### src/rtl/sd_sector_server.sv
// Fabric-side responder for the hps_io virtual-disk sector protocol: serves 512-byte
// sector reads/writes from a byte-wide backing store in place of the HPS.
//
// state  | meaning
// IDLE   | scan requests, lowest drive wins, read beats write
// DELAY  | count down before raising sd_ack
// RFETCH | fetch one byte from the backing store (or 0x00 when out of range)
// RPUT   | present the byte to the initiator with a single sd_buff_wr strobe
// WADDR  | present sd_buff_addr, initiator returns data one cycle later
// WCAP   | capture the initiator byte into mem_din
// WPUT   | hold mem_wr until the backing store completes
// FIN    | sd_ack and sd_buff_addr cleared, back to IDLE
module sd_sector_server #(
    parameter int VDNUM     = 2,
    parameter int LBA_W     = 15,
    parameter int ACK_DELAY = 4
) (
    input  logic                   clk_sys,
    input  logic                   reset,
    input  logic [32*VDNUM-1:0]    sd_lba,
    input  logic [VDNUM-1:0]       sd_rd,
    input  logic [VDNUM-1:0]       sd_wr,
    output logic [VDNUM-1:0]       sd_ack,
    output logic [8:0]             sd_buff_addr,
    output logic [7:0]             sd_buff_dout,
    input  logic [8*VDNUM-1:0]     sd_buff_din,
    output logic                   sd_buff_wr,
    input  logic [32*VDNUM-1:0]    img_blocks,
    output logic [2+LBA_W+9-1:0]   mem_addr,
    output logic                   mem_rd,
    output logic                   mem_wr,
    output logic [7:0]             mem_din,
    input  logic [7:0]             mem_dout,
    input  logic                   mem_ready
);

    localparam int              AW       = 2 + LBA_W + 9;
    localparam int              CW       = (ACK_DELAY > 1) ? $clog2(ACK_DELAY) : 1;
    localparam logic [CW-1:0]   CNT_LOAD = CW'(ACK_DELAY - 1);
    localparam logic [8:0]      LAST     = 9'd511;

    typedef enum logic [2:0] {
        IDLE, DELAY, RFETCH, RPUT, WADDR, WCAP, WPUT, FIN
    } state_t;

    state_t             state, state_nxt;
    logic [1:0]         drv, drv_nxt;
    logic               is_rd, is_rd_nxt;
    logic [LBA_W-1:0]   lba, lba_nxt;
    logic               inrange, inrange_nxt;
    logic [CW-1:0]      cnt, cnt_nxt;

    logic [VDNUM-1:0]   sd_ack_nxt;
    logic [8:0]         sd_buff_addr_nxt;
    logic [7:0]         sd_buff_dout_nxt;
    logic               sd_buff_wr_nxt;
    logic [AW-1:0]      mem_addr_nxt;
    logic               mem_rd_nxt;
    logic               mem_wr_nxt;
    logic [7:0]         mem_din_nxt;

    logic               req_any;
    logic [1:0]         req_drv;
    logic               req_rd;
    logic [31:0]        req_lba;
    logic [31:0]        req_img;
    logic [7:0]         din_sel;
    logic [VDNUM-1:0]   drv_onehot;
    logic [8:0]         addr_inc;
    logic               sector_done;
    logic               wr_advance;

    // Descending scan so the lowest requesting drive is the one left selected.
    always_comb begin
        req_any = 1'b0;
        req_drv = 2'd0;
        req_rd  = 1'b0;
        req_lba = 32'd0;
        req_img = 32'd0;
        for (int d = VDNUM - 1; d >= 0; d--) begin
            if (sd_rd[d] | sd_wr[d]) begin
                req_any = 1'b1;
                req_drv = 2'(d);
                req_rd  = sd_rd[d];
                req_lba = sd_lba[32*d +: 32];
                req_img = img_blocks[32*d +: 32];
            end
        end
        din_sel    = 8'd0;
        drv_onehot = '0;
        for (int d = 0; d < VDNUM; d++) begin
            if (drv == 2'(d)) begin
                din_sel       = sd_buff_din[8*d +: 8];
                drv_onehot[d] = 1'b1;
            end
        end
    end

    assign addr_inc = sd_buff_addr + 9'd1;

    always_comb begin
        state_nxt        = state;
        drv_nxt          = drv;
        is_rd_nxt        = is_rd;
        lba_nxt          = lba;
        inrange_nxt      = inrange;
        cnt_nxt          = cnt;
        sd_ack_nxt       = sd_ack;
        sd_buff_addr_nxt = sd_buff_addr;
        sd_buff_dout_nxt = sd_buff_dout;
        sd_buff_wr_nxt   = 1'b0;
        mem_addr_nxt     = mem_addr;
        mem_rd_nxt       = mem_rd;
        mem_wr_nxt       = mem_wr;
        mem_din_nxt      = mem_din;
        sector_done      = 1'b0;
        wr_advance       = 1'b0;

        case (state)
            IDLE: begin
                if (req_any) begin
                    drv_nxt     = req_drv;
                    is_rd_nxt   = req_rd;
                    lba_nxt     = req_lba[LBA_W-1:0];
                    inrange_nxt = (req_lba < req_img);
                    cnt_nxt     = CNT_LOAD;
                    state_nxt   = DELAY;
                end
            end
            DELAY: begin
                if (cnt == '0) begin
                    sd_ack_nxt       = drv_onehot;
                    sd_buff_addr_nxt = 9'd0;
                    if (is_rd) begin
                        mem_rd_nxt   = inrange;
                        mem_addr_nxt = {drv, lba, 9'd0};
                        state_nxt    = RFETCH;
                    end else begin
                        state_nxt    = WADDR;
                    end
                end else begin
                    cnt_nxt = cnt - CW'(1);
                end
            end
            RFETCH: begin
                if (!inrange) begin
                    sd_buff_dout_nxt = 8'h00;
                    sd_buff_wr_nxt   = 1'b1;
                    state_nxt        = RPUT;
                end else if (mem_ready) begin
                    sd_buff_dout_nxt = mem_dout;
                    sd_buff_wr_nxt   = 1'b1;
                    mem_rd_nxt       = 1'b0;
                    state_nxt        = RPUT;
                end
            end
            RPUT: begin
                if (sd_buff_addr == LAST) begin
                    sector_done = 1'b1;
                end else begin
                    sd_buff_addr_nxt = addr_inc;
                    mem_rd_nxt       = inrange;
                    mem_addr_nxt     = {drv, lba, addr_inc};
                    state_nxt        = RFETCH;
                end
            end
            WADDR: state_nxt = WCAP;
            WCAP: begin
                mem_din_nxt = din_sel;
                if (inrange) begin
                    mem_wr_nxt   = 1'b1;
                    mem_addr_nxt = {drv, lba, sd_buff_addr};
                    state_nxt    = WPUT;
                end else begin
                    wr_advance = 1'b1;
                end
            end
            WPUT: begin
                if (mem_ready) begin
                    mem_wr_nxt = 1'b0;
                    wr_advance = 1'b1;
                end
            end
            FIN: state_nxt = IDLE;
            default: state_nxt = IDLE;
        endcase

        if (wr_advance) begin
            if (sd_buff_addr == LAST) begin
                sector_done = 1'b1;
            end else begin
                sd_buff_addr_nxt = addr_inc;
                state_nxt        = WADDR;
            end
        end

        // Ack drops on entry to FIN so it is low for FIN and IDLE before any new accept.
        if (sector_done) begin
            sd_ack_nxt       = '0;
            sd_buff_addr_nxt = 9'd0;
            state_nxt        = FIN;
        end
    end

    always_ff @(posedge clk_sys) begin
        if (reset) begin
            state        <= IDLE;
            drv          <= 2'd0;
            is_rd        <= 1'b0;
            lba          <= '0;
            inrange      <= 1'b0;
            cnt          <= '0;
            sd_ack       <= '0;
            sd_buff_addr <= 9'd0;
            sd_buff_dout <= 8'd0;
            sd_buff_wr   <= 1'b0;
            mem_addr     <= '0;
            mem_rd       <= 1'b0;
            mem_wr       <= 1'b0;
            mem_din      <= 8'd0;
        end else begin
            state        <= state_nxt;
            drv          <= drv_nxt;
            is_rd        <= is_rd_nxt;
            lba          <= lba_nxt;
            inrange      <= inrange_nxt;
            cnt          <= cnt_nxt;
            sd_ack       <= sd_ack_nxt;
            sd_buff_addr <= sd_buff_addr_nxt;
            sd_buff_dout <= sd_buff_dout_nxt;
            sd_buff_wr   <= sd_buff_wr_nxt;
            mem_addr     <= mem_addr_nxt;
            mem_rd       <= mem_rd_nxt;
            mem_wr       <= mem_wr_nxt;
            mem_din      <= mem_din_nxt;
        end
    end

endmodule

### config.mk
export PLATFORM = sky130hd
export DESIGN_NAME = sd_sector_server
export DESIGN_NICKNAME = d
export VERILOG_FILES = /design/src/rtl/sd_sector_server.sv
export SDC_FILE = /design/constraint.sdc
export NUM_CORES = 1
export LEC_CHECK = 0
export CORE_MARGIN = 4
export CORE_UTILIZATION = 54
export CTS_BUF_LIST = sky130_fd_sc_hd__clkbuf_16
export DETAILED_ROUTE_END_ITERATION = 10
export DONT_BUFFER_PORTS = 1
export PLACE_DENSITY = 0.72
export REMOVE_ABC_BUFFERS = 1
export SLEW_MARGIN = 20
export SYNTH_ARGS = -nofsm -noshare
export SYNTH_HDL_FRONTEND = slang
export SYNTH_SLANG_ARGS = --single-unit
### constraint.sdc
create_clock -name clk_sys -period 2.8 [get_ports clk_sys]
set_clock_uncertainty 0.15 [all_clocks]
set_input_delay 0.28 -clock clk_sys [delete_from_list [all_inputs] [get_ports clk_sys]]
set_output_delay 0.28 -clock clk_sys [all_outputs]
set_load 0.01 [all_outputs]
==> summary.md <==
| Metric | Value |
|---|---|
| Result of the run | completed |
| Internal Pwr Total | 2.40 mW |
| Share of power burned in the clock network | 29.3% |
| Synth Area per Inst | 8.12 sq um |
| Count of distinct cell types in the synthesized netlist | 56 |
| Die footprint | 10300 sq um |
| Deepest level of the CTS H-tree | 3 |
| Normalized max-slew margin | 50.9% |
| Static power due to leakage | 2.00 nW |
| Detailed placer's ending HPWL | 9690 um |
| Quantity of I/O buffers inserted on ports | 0 |
| Most used cells in the layout excluding fill and tap cells | dfxtp_1, nor2_1, nand2_1 |
| Setup repair after global routing missed its margin | no |
| Number of top-level design ports | 215 |
| Ratio of total power to cell area | 722 nW/um^2 |
| Post-synthesis cell area | 4740 sq um |
| Total chip power | 3.77 mW |
| Final global-route overflow total | 0 |
| Maximum fanout encountered on the critical timing path | 26 |
| Rows | 33 |
| Root cell of the clock tree | clkbuf_16 |
| Type of the tightest min-delay check | primary input to flip-flop |
| Setup Viol. Count Final | 0 |
| Compound-cell area share of the yosys netlist | 28.0% |
| Most common cell after layout, fill and taps aside | dfxtp_1 |
| Total of warnings raised by yosys | 0 |
| Most used flip-flop cell after synthesis | dfxtp_1 |
| Endpoint type of the worst setup path | flip-flop |
| Avg WL per Cell | 19.0 um |
| DRC errors left | 0 |
| Routability-driven placement congestion ratio | 0.824 |
| Clk slew on worst S/H paths | 0.06 ns |
| Number of detailed-routing iterations run before antenna repair | 4 |
| Portion of total power attributed to combinational logic | 30.8% |
| Area share of fa/ha/maj cells after synthesis | 9.50% |
| Required time at the worst-slack endpoint | 2.90 ns |
| Pin count of the biggest net entering global routing | 67 |
| Buffers from clock root to sink, at most | 2 |
| Net Sw Power | 1.37 mW |
| FMAX | 380 MHz |
| Antenna violations before repair | 0 |
| Antenna Cells | 0 |
| Max-slew violation count | 0 |
| Antenna viol nets, final | 0 |
| Fraction of synthesized cell area in xor and xnor cells | 0% |
| Highest ir drop seen on vdd | 0.328 mV |
| Kind of critical path | flip-flop to flip-flop |
| Max-cap violation count | 0 |
| Final number of hold-violating endpoints | 0 |
| Vias post-DR | 4375 |
| Latest clock arrival within the worst-skew pair | 0.33 ns |
| Arrival @ worst endpoint | 2.73 ns |
| Simple-gate portion of the synthesized area | 21.6% |
| Starting utilization of the core area | 56.6% |
| Relative contribution of sequential cells to total power | 39.9% |
| Fraction of registers with async set or reset after synthesis | 0% |
| Number of enable flip-flop cells after synthesis | 0 |
| Vias in the first global route | 4288 |
| Wire length of the first global-routing pass | 20300 um |
| Net total in the final layout | 770 |
| Slew at the pin closest to its max-slew limit | 0.731 ns |
| Area added between synthesis and finish | 10.0% |
| Fraction of layout instances using a drive strength above 1 | 8.45% |
| Flip-flop and latch count after synthesis | 78 |
| Startpoint type of the worst setup path | flip-flop |
| Overall routing resource usage | 24.2% |
| Total detailed-routing wirelength | 13000 um |
| Count of routing violations after the opening detailed-route iteration | 268 |
| Period utilization | 94.1% |
| Number of clock sinks seen by CTS | 78 |
| Min Tclk post-route | 2.63 ns |
| Multiplexer share of the synthesized area | 2.53% |
| Post-synthesis sequential area ratio | 32.9% |
| Average via count per standard cell | 6.39 |
| Die X-Extent | 102 um |
| Core Area | 8380 sq um |
| Combinational family with the most area after synthesis | compound AO/OA/AOI/OAI gates |
| Clock tree from TritonCTS | done |
| Floorplan die height | 102 um |
| Setup TNS after final layout | 0 ns |
| Sw Share | 36.3% |
| Total clock buffers created by CTS | 9 |
| Gate count of the mapped netlist | 584 |
-- layout make-up --
cell class,instances,area [sq um]
Tap cell,105,131
Inverter,8,30.0
Timing Repair Buffer,25,265
Clock inverter,7,56.3
Clock buffer,9,225
Fill cell,733,3160
Multi-Input combinational cell,453,2950
Sequential cell,78,1560
-- routing by layer --
metal / global-route usage (%) / vias to the layer above / part of all wire, %
li1: - / 2150 / -
met1: 27.9 / 2031 / 38
met2: 42.3 / 177 / 51
met3: 8.20 / 17 / 9.3
met4: 7.87 / 0 / 1.3
met5: 0 / - / 0
-- state kept, by name, indices dropped and copies added (netlist names), 2 cells and up --
name and flops:
sd_buff_dout 8, state 3, cnt 2, sd_ack 2
mem_din 8, sd_buff_addr 9, mem_addr 25, lba 15
-- cells by family (layout without fill, tap and decap cells) --
family                     Yosys count  in the layout
and+or+nand+nor                    215            215
AOI/OAI and AO/OA                  189            189
DFF                                 78             78
buffers and inverters               53             49
adders and majority gates           36             36
muxes                               12             12
other                                1              1
-- path summary, 6_finish.rpt --
| check | start | to | slack, ns | cells past startpoint |
|---|---|---|---|---|
| setup reg to reg | sd_buff_addr[0]$_SDFF_PP0_ | mem_addr[3]$_SDFFE_PP0P_ | 0.17 | 10 |
| setup / recovery | sd_buff_addr[0]$_SDFF_PP0_ | mem_addr[3]$_SDFFE_PP0P_ | 0.17 | 10 |
| hold reg to reg | lba[2]$_SDFFE_PP0P_ | mem_addr[11]$_SDFFE_PP0P_ | 0.30 | 2 |
| hold / removal | sd_rd[0] | is_rd$_SDFFE_PP0P_ | 0.02 | 2 |
-- per-stage QoR --
step	setup WS [ns]	hold WS, ns	instance area (sq um)	util (%)	std cells
3_5_place_dp	0.160	0.217	4820	57.5	660
3_3_place_gp	0.195	0.210	4820	57.5	660
4_1_cts	0.184	0.0122	5210	62.2	685
5_1_grt	0.0167	0.0282	5220	62.2	685
6_report	0.166	0.0218	5220	62.2	685
2_1_floorplan	-1.28	0.199	4520	-	539
-- power groups by stage --
stage / registers, mW / logic, mW / clock network, mW
4_1_cts: 1.50 / 1.15 / 1.12
5_1_grt: 1.53 / 1.31 / 1.17
6_report: 1.50 / 1.16 / 1.10
2_1_floorplan: 1.50 / 0.808 / 0
3_5_place_dp: 1.53 / 1.12 / 0
3_3_place_gp: 1.52 / 1.08 / 0
-- critical path, stage by stage, from the launching register on --
cell	delay (ns)
dfxtp_1	0.31
ha_1	0.21
and3_1	0.19
and3_1	0.21
and3_1	0.22
ha_1	0.21
nor3_1	0.37
o21a_1	0.23
buf_12	0.19
nor2_1	0.06
a211oi_1	0.20
-- timing repair --
item / in CTS / in global routing
setup endpoints to repair: 0 / 5
endpoints found under the hold margin: 66 / 0
gates resized for setup: 0 / 1
hold buffers: 9 / 0
setup buffers: 0 / 0
-- cells in the mapped netlist, types with 7 or more instances --
cell      instances  area share [%]
a22oi_1          39             6.2
a211oi_1         27             4.3
nor2_1           73             5.8
a21oi_1          43             4.5
mux2i_1          12             2.5
ha_1             36             9.5
a22o_1           32             5.9
clkbuf_1         12            0.95
o21ai_1           8            0.84
inv_1             7            0.55
dfxtp_1          78              33
nand3_1          11             1.2
nor3_1           38             4.0
o21ai_0          12             1.3
nand2_1          55             4.4
buf_2            20             2.1
Power figures use the tool's default switching activity.
